File: config.mk
export PLATFORM = sky130hd
export DESIGN_NAME = alu_exec_unit
export DESIGN_NICKNAME = d
export VERILOG_FILES = /design/src/rtl/alu_exec_unit.sv
export SDC_FILE = /design/constraint.sdc
export NUM_CORES = 1
export LEC_CHECK = 0
export ABC_CLOCK_PERIOD_IN_PS = 4500
export BUFFER_PORTS_ARGS = -buffer_cell sky130_fd_sc_hd__buf_2
export CORE_ASPECT_RATIO = 1.4
export CORE_MARGIN = 5
export CORE_UTILIZATION = 45
export DETAILED_ROUTE_END_ITERATION = 8
export PLACE_DENSITY = 0.72
export SLEW_MARGIN = 20
export SYNTH_ARGS = -nofsm -noshare
export SYNTH_HDL_FRONTEND = slang
export SYNTH_SLANG_ARGS = --single-unit
export TNS_END_PERCENT = 30
File: constraint.sdc
create_clock -name clk -period 4.5 [get_ports clk]
set_clock_uncertainty 0.2 [all_clocks]
set_input_delay 1.35 -clock clk [delete_from_list [all_inputs] [get_ports clk]]
set_output_delay 1.35 -clock clk [all_outputs]
set_load 0.005 [all_outputs]
File: src/rtl/alu_exec_unit.sv
`default_nettype none
// +--------------------------------------------------------------------------+
// | alu_exec_unit: execute unit; 1-cycle logic/arith/compare, 1-bit/cycle     |
// | shifts, valid/ready handshake on both sides.          Revision: 1.0       |
// +--------------------------------------------------------------------------+
module alu_exec_unit #(
  parameter int WIDTH   = 32,
  parameter int SHAMT_W = $clog2(WIDTH)
) (
  input  logic               clk,
  input  logic               reset,
  input  logic               in_valid,
  output logic               in_ready,
  input  logic [3:0]         alu_ctrl,
  input  logic [WIDTH-1:0]   op_a,
  input  logic [WIDTH-1:0]   op_b,
  output logic               out_valid,
  input  logic               out_ready,
  output logic [WIDTH-1:0]   result,
  output logic               zero
);

  localparam logic [1:0] S_IDLE  = 2'd0;
  localparam logic [1:0] S_SHIFT = 2'd1;
  localparam logic [1:0] S_DONE  = 2'd2;

  localparam logic [3:0] OP_AND  = 4'b0000;
  localparam logic [3:0] OP_OR   = 4'b0001;
  localparam logic [3:0] OP_ADD  = 4'b0010;
  localparam logic [3:0] OP_XOR  = 4'b0011;
  localparam logic [3:0] OP_SLL  = 4'b0100;
  localparam logic [3:0] OP_SRL  = 4'b0101;
  localparam logic [3:0] OP_SUB  = 4'b0110;
  localparam logic [3:0] OP_SLTU = 4'b0111;
  localparam logic [3:0] OP_SLT  = 4'b1000;
  localparam logic [3:0] OP_SRA  = 4'b1001;

  localparam logic [SHAMT_W-1:0] CNT_ONE = {{(SHAMT_W-1){1'b0}}, 1'b1};

  logic [1:0]         state_q, state_d;
  logic [WIDTH-1:0]   result_q, result_d;
  logic [WIDTH-1:0]   shreg_q, shreg_d;
  logic [SHAMT_W-1:0] cnt_q, cnt_d;
  logic               dir_right_q, dir_right_d;
  logic               fill_q, fill_d;

  logic [WIDTH-1:0]   alu_res;
  logic [WIDTH-1:0]   shreg_next;
  logic [SHAMT_W-1:0] shamt;
  logic               is_shift;

  assign shamt    = op_b[SHAMT_W-1:0];
  assign is_shift = (alu_ctrl == OP_SLL) || (alu_ctrl == OP_SRL) || (alu_ctrl == OP_SRA);

  // Shifts by zero bypass the iterative path and return op_a unchanged.
  always_comb begin
    alu_res = '0;
    case (alu_ctrl)
      OP_AND:  alu_res = op_a & op_b;
      OP_OR:   alu_res = op_a | op_b;
      OP_ADD:  alu_res = op_a + op_b;
      OP_XOR:  alu_res = op_a ^ op_b;
      OP_SUB:  alu_res = op_a - op_b;
      OP_SLTU: alu_res = {{(WIDTH-1){1'b0}}, (op_a < op_b)};
      OP_SLT:  alu_res = {{(WIDTH-1){1'b0}}, ($signed(op_a) < $signed(op_b))};
      OP_SLL, OP_SRL, OP_SRA: alu_res = op_a;
      default: alu_res = '0;
    endcase
  end

  assign shreg_next = dir_right_q ? {fill_q, shreg_q[WIDTH-1:1]}
                                  : {shreg_q[WIDTH-2:0], 1'b0};

  always_ff @(posedge clk) begin
    if (reset) begin
      state_q     <= S_IDLE;
      result_q    <= '0;
      shreg_q     <= '0;
      cnt_q       <= '0;
      dir_right_q <= 1'b0;
      fill_q      <= 1'b0;
    end else begin
      state_q     <= state_d;
      result_q    <= result_d;
      shreg_q     <= shreg_d;
      cnt_q       <= cnt_d;
      dir_right_q <= dir_right_d;
      fill_q      <= fill_d;
    end
  end

  always_comb begin
    state_d     = state_q;
    result_d    = result_q;
    shreg_d     = shreg_q;
    cnt_d       = cnt_q;
    dir_right_d = dir_right_q;
    fill_d      = fill_q;
    case (state_q)
      S_IDLE: begin
        if (in_valid) begin
          if (is_shift && (shamt != '0)) begin
            shreg_d     = op_a;
            cnt_d       = shamt;
            dir_right_d = (alu_ctrl != OP_SLL);
            fill_d      = (alu_ctrl == OP_SRA) && op_a[WIDTH-1];
            state_d     = S_SHIFT;
          end else begin
            result_d = alu_res;
            state_d  = S_DONE;
          end
        end
      end
      S_SHIFT: begin
        shreg_d = shreg_next;
        cnt_d   = cnt_q - CNT_ONE;
        if (cnt_q == CNT_ONE) begin
          result_d = shreg_next;
          state_d  = S_DONE;
        end
      end
      S_DONE: begin
        if (out_ready) begin
          state_d = S_IDLE;
        end
      end
      default: state_d = S_IDLE;
    endcase
  end

  always_comb begin
    in_ready  = (state_q == S_IDLE);
    out_valid = (state_q == S_DONE);
    result    = result_q;
    zero      = (result_q == '0);
  end

endmodule
`default_nettype wire

==> results.toml <==
[sta]
rsz0062_at_grt = "false"
holdWs_ps = 281.0
finalSetupViolCount = 0
min_period_over_period_pct = 96.10
worst_slew_pin_slew_ps = 863.1
finalHoldViolCount = 0
max_slew_margin_pct = 42.46
period_minus_slack_ps = 4324
drv_slew = 0
fmax_mhz = 231.2

[hold_path]
hold_depth = 2
hold_path_class = "reg -> reg"

[synth]
async_flop_share_pct = 0
synth_compound_area_share_pct = 33.45
syn_area_um2 = 9206
yosysWarningCount = 0
avgSynthCellArea_um2 = 6.896
synth_nets = 1510
yosysUniqueCellTypes = 88
synth.area.mux_share_pct = 4.662
synth_top_family_by_area = "compound AO/OA/AOI/OAI gates"
yosysTopAreaCellShare_pct = 15.87
synthFlopType = "dfxtp_1"
syn_inst = 1335
yosys.area_share.simple_pct = 21.83
synth-edff-count = 0
synth_area_leaders = "dfxtp_1 (16%), ha_1 (14%), a21oi_1 (8.2%), nor2_1 (6.5%), nand2_1 (5.5%)"
ys_seq_area_share_pct = 15.87
synth_seq_cells = 73
synth_area_leader_cell = "dfxtp_1"
synthAdderAreaFrac_pct = 14.16
synth-xor-area-share_pct = 1.617

[layout]
fillers = 2030
area_growth_pct = 18.06
layout-drive-gt1-share_pct = 18.86
finalNonFillerCells = 1726
final_area_um2 = 10870
layout.nets = 1639
finish.utilization_pct = 53.48

[global_routing]
antenna_found_initial = 1
grt.overflow.total = 0
grt_pass1_wl_um = 55980
grt_pass1_vias = 10400
track_usage_pct = 30.46
grt_start_max_net_pins = 51

[die]
die_y_um = 179.2
rows = 62
coreArea_um2 = 20320
die_w_um = 130.9
dieArea_um2 = 23460
ios = 107
start_util_pct = 45.30

[power]
powerDensity_nw_per_um2 = 248.8
p_int_mw = 1.693
p_total_mw = 2.705
worst_ir_drop_vdd_mv = 0.1455
swShare_pct = 37.40
seq_power_share_pct = 27.2
p_comb_share_pct = 39.5
power_frac_clock_pct = 33.3
power_switching_mw = 1.012
p_leak_nw = 4.749

[critical_path]
critPathCapture = "result[15]"
path_max_fanout = 7
worstReg2RegEnd = "result[15]"
start_kind = "primary input"
crit_buf_inv = 3
reg2reg_from = "cnt_q[0]"
crit_cells = 12
cp-end-kind = "flip-flop"
r2r_cells = 8
crit_top_cell = "and3_1"
crit_start = "op_a[6]"
worstPathArrival_ps = 4330
crit_path_max_incr_delay_ps = 610
cp_top_family = "compound AO/OA/AOI/OAI gates"
worst-r2r-setup-slack_ps = 1440
path_cells = "buf_2, inv_1, ha_1, nor4_1, and3_1, a211oi_4, a21oi_2, a21oi_1, and3_1, a2111oi_1, buf_4, nor3_1"
cp.required_ps = 4510
crit_slowest_cell = "a2111oi_1"
worst-setup-path-type = "in -> reg"

[run_status]
status = "complete, no violations"

[drt]
drc = 0
wirelength_um = 36520
dr.first_iter.drc_count = 1435
routed_via_density = 6.298
wl_per_cell_um = 21.16
num_vias = 10870
ant_nets = 0
first_pass_iters = 6

[job]
maxCapViolations = 0

[cts]
clk_path_buf_depth = 2
cts.sinks = 73
postCtsSetupBuffers = 0
cts_buffers = 9
insertion_delay_ps = 350
clkTransAtPathRegs_ps = 60
htree_levels = 3
cts-root-buf = "clkbuf_16"
cts_tree = "built"

[place]
gp_congestion = 1.010
dp_cells = 1709
io_buffers = 106
placed_area_um2 = 10500
detailed_place_hpwl_um = 27780
[worst min-delay path by stage]
stage                 end       start
5_1_grt        result[11]  result[11]
6_report        result[1]   result[1]
3_5_place_dp   result[11]  result[11]
3_3_place_gp   result[11]  result[11]
2_1_floorplan      fill_q      fill_q
4_1_cts        result[11]  result[11]
[tightest hold or removal path: cells and delay by family, from the launching register on]
kind	cells	cell delay, ps
flops	1	330
simple gates	1	60
compound gates	1	50
[cell usage after synthesis (all sizes together) (4+ instances only)]
cell     instances
mux2            15
a211o            8
a211oi          34
o21bai           9
o311ai           5
o2111ai          6
ha             101
o211ai          22
a2111oi          5
nor3b            4
dfxtp           73
a21oi          153
inv            100
nand2b           9
nor2           161
a31oi           15
nand2          134
nor2b           11
a22oi            6
o221ai           7
nor3            33
xnor2           14
a311oi           8
nand3           23
or3              8
o31ai           12
o21ai          103
mux2i           26
and3             9
a21o            10
nor4            22
a221oi          13
o22ai           12
o21a             6
a221o            6
buf             28
clkbuf          66
nand4            6
[metal layers]
metal  global-route usage, %  routed length, um  vias to the layer above
li1                        -                  -                     5066
met1                   38.86              14340                     5015
met2                   48.49              16600                      637
met3                   3.577               3260                      152
met4                   18.74               2318                        0
met5                       0                  0                        -
[flip-flops by register name, indices dropped and copies added (netlist names)]
name         cells
result          32
fill_q           1
shreg_q         32
dir_right_q      1
cnt_q            5
state_q          2
[power groups by stage]
stage / Clock [mW] / Combinational (mW) / Sequential, mW
after floorplan: 0 / 0.667 / 0.729
after global placement: 0 / 1.03 / 0.747
after detailed placement: 0 / 1.04 / 0.747
after CTS: 0.900 / 1.04 / 0.733
after global routing: 0.930 / 1.16 / 0.739
final: 0.901 / 1.07 / 0.735
[cell type report]
type / instances / area (um^2) / area share [%]
well taps: 256 / 320.3 / 2.947
clock buffers: 12 / 266.5 / 2.452
repair buffers: 212 / 1339 / 12.32
diodes: 1 / 2.502 / 0.02302
clock inverters: 4 / 97.59 / 0.8979
multi-input cells: 1067 / 7002 / 64.42
inverters: 101 / 379.1 / 3.488
flip-flops and latches: 73 / 1463 / 13.46
[cells by family after synthesis]
| group | Yosys count |
|---|---|
| AOI/OAI and AO/OA | 466 |
| adders and majority gates | 103 |
| xor gates and xnor gates | 17 |
| and+or+nand+nor | 440 |
| buffers and inverters | 195 |
| muxes | 41 |
| DFF | 73 |
[placed cells by master, fill, tap and decap left out, types with 14 or more instances in the layout]
cell type  instances
inv_1             98
nor2_1           160
mux2i_1           26
nor4_1            21
a31oi_1           15
buf_4            105
a211oi_1          33
nand2_1          134
buf_2            106
nand3_1           22
mux2_2            15
ha_1             101
nor3_1            31
dfxtp_1           72
o21ai_0           98
a21oi_1          149
xnor2_1           14
o211ai_1          20
[repair_timing]
| item | CTS | global route |
|---|---|---|
| hold buffers | 0 | 0 |
| resized for setup | 0 | 1 |
| setup endpoints to repair | 0 | 1 |
[per-stage QoR]
stage / setup WS (ps) / setup TNS [ps]
finish: 175.5 / 0
global route: 9.377 / 0
CTS: 189.0 / 0
detailed placement: -161.2 / -225.0
global placement: -193.0 / -211.0
floorplan: 271.6 / 0
Power figures use the tool's default switching activity.
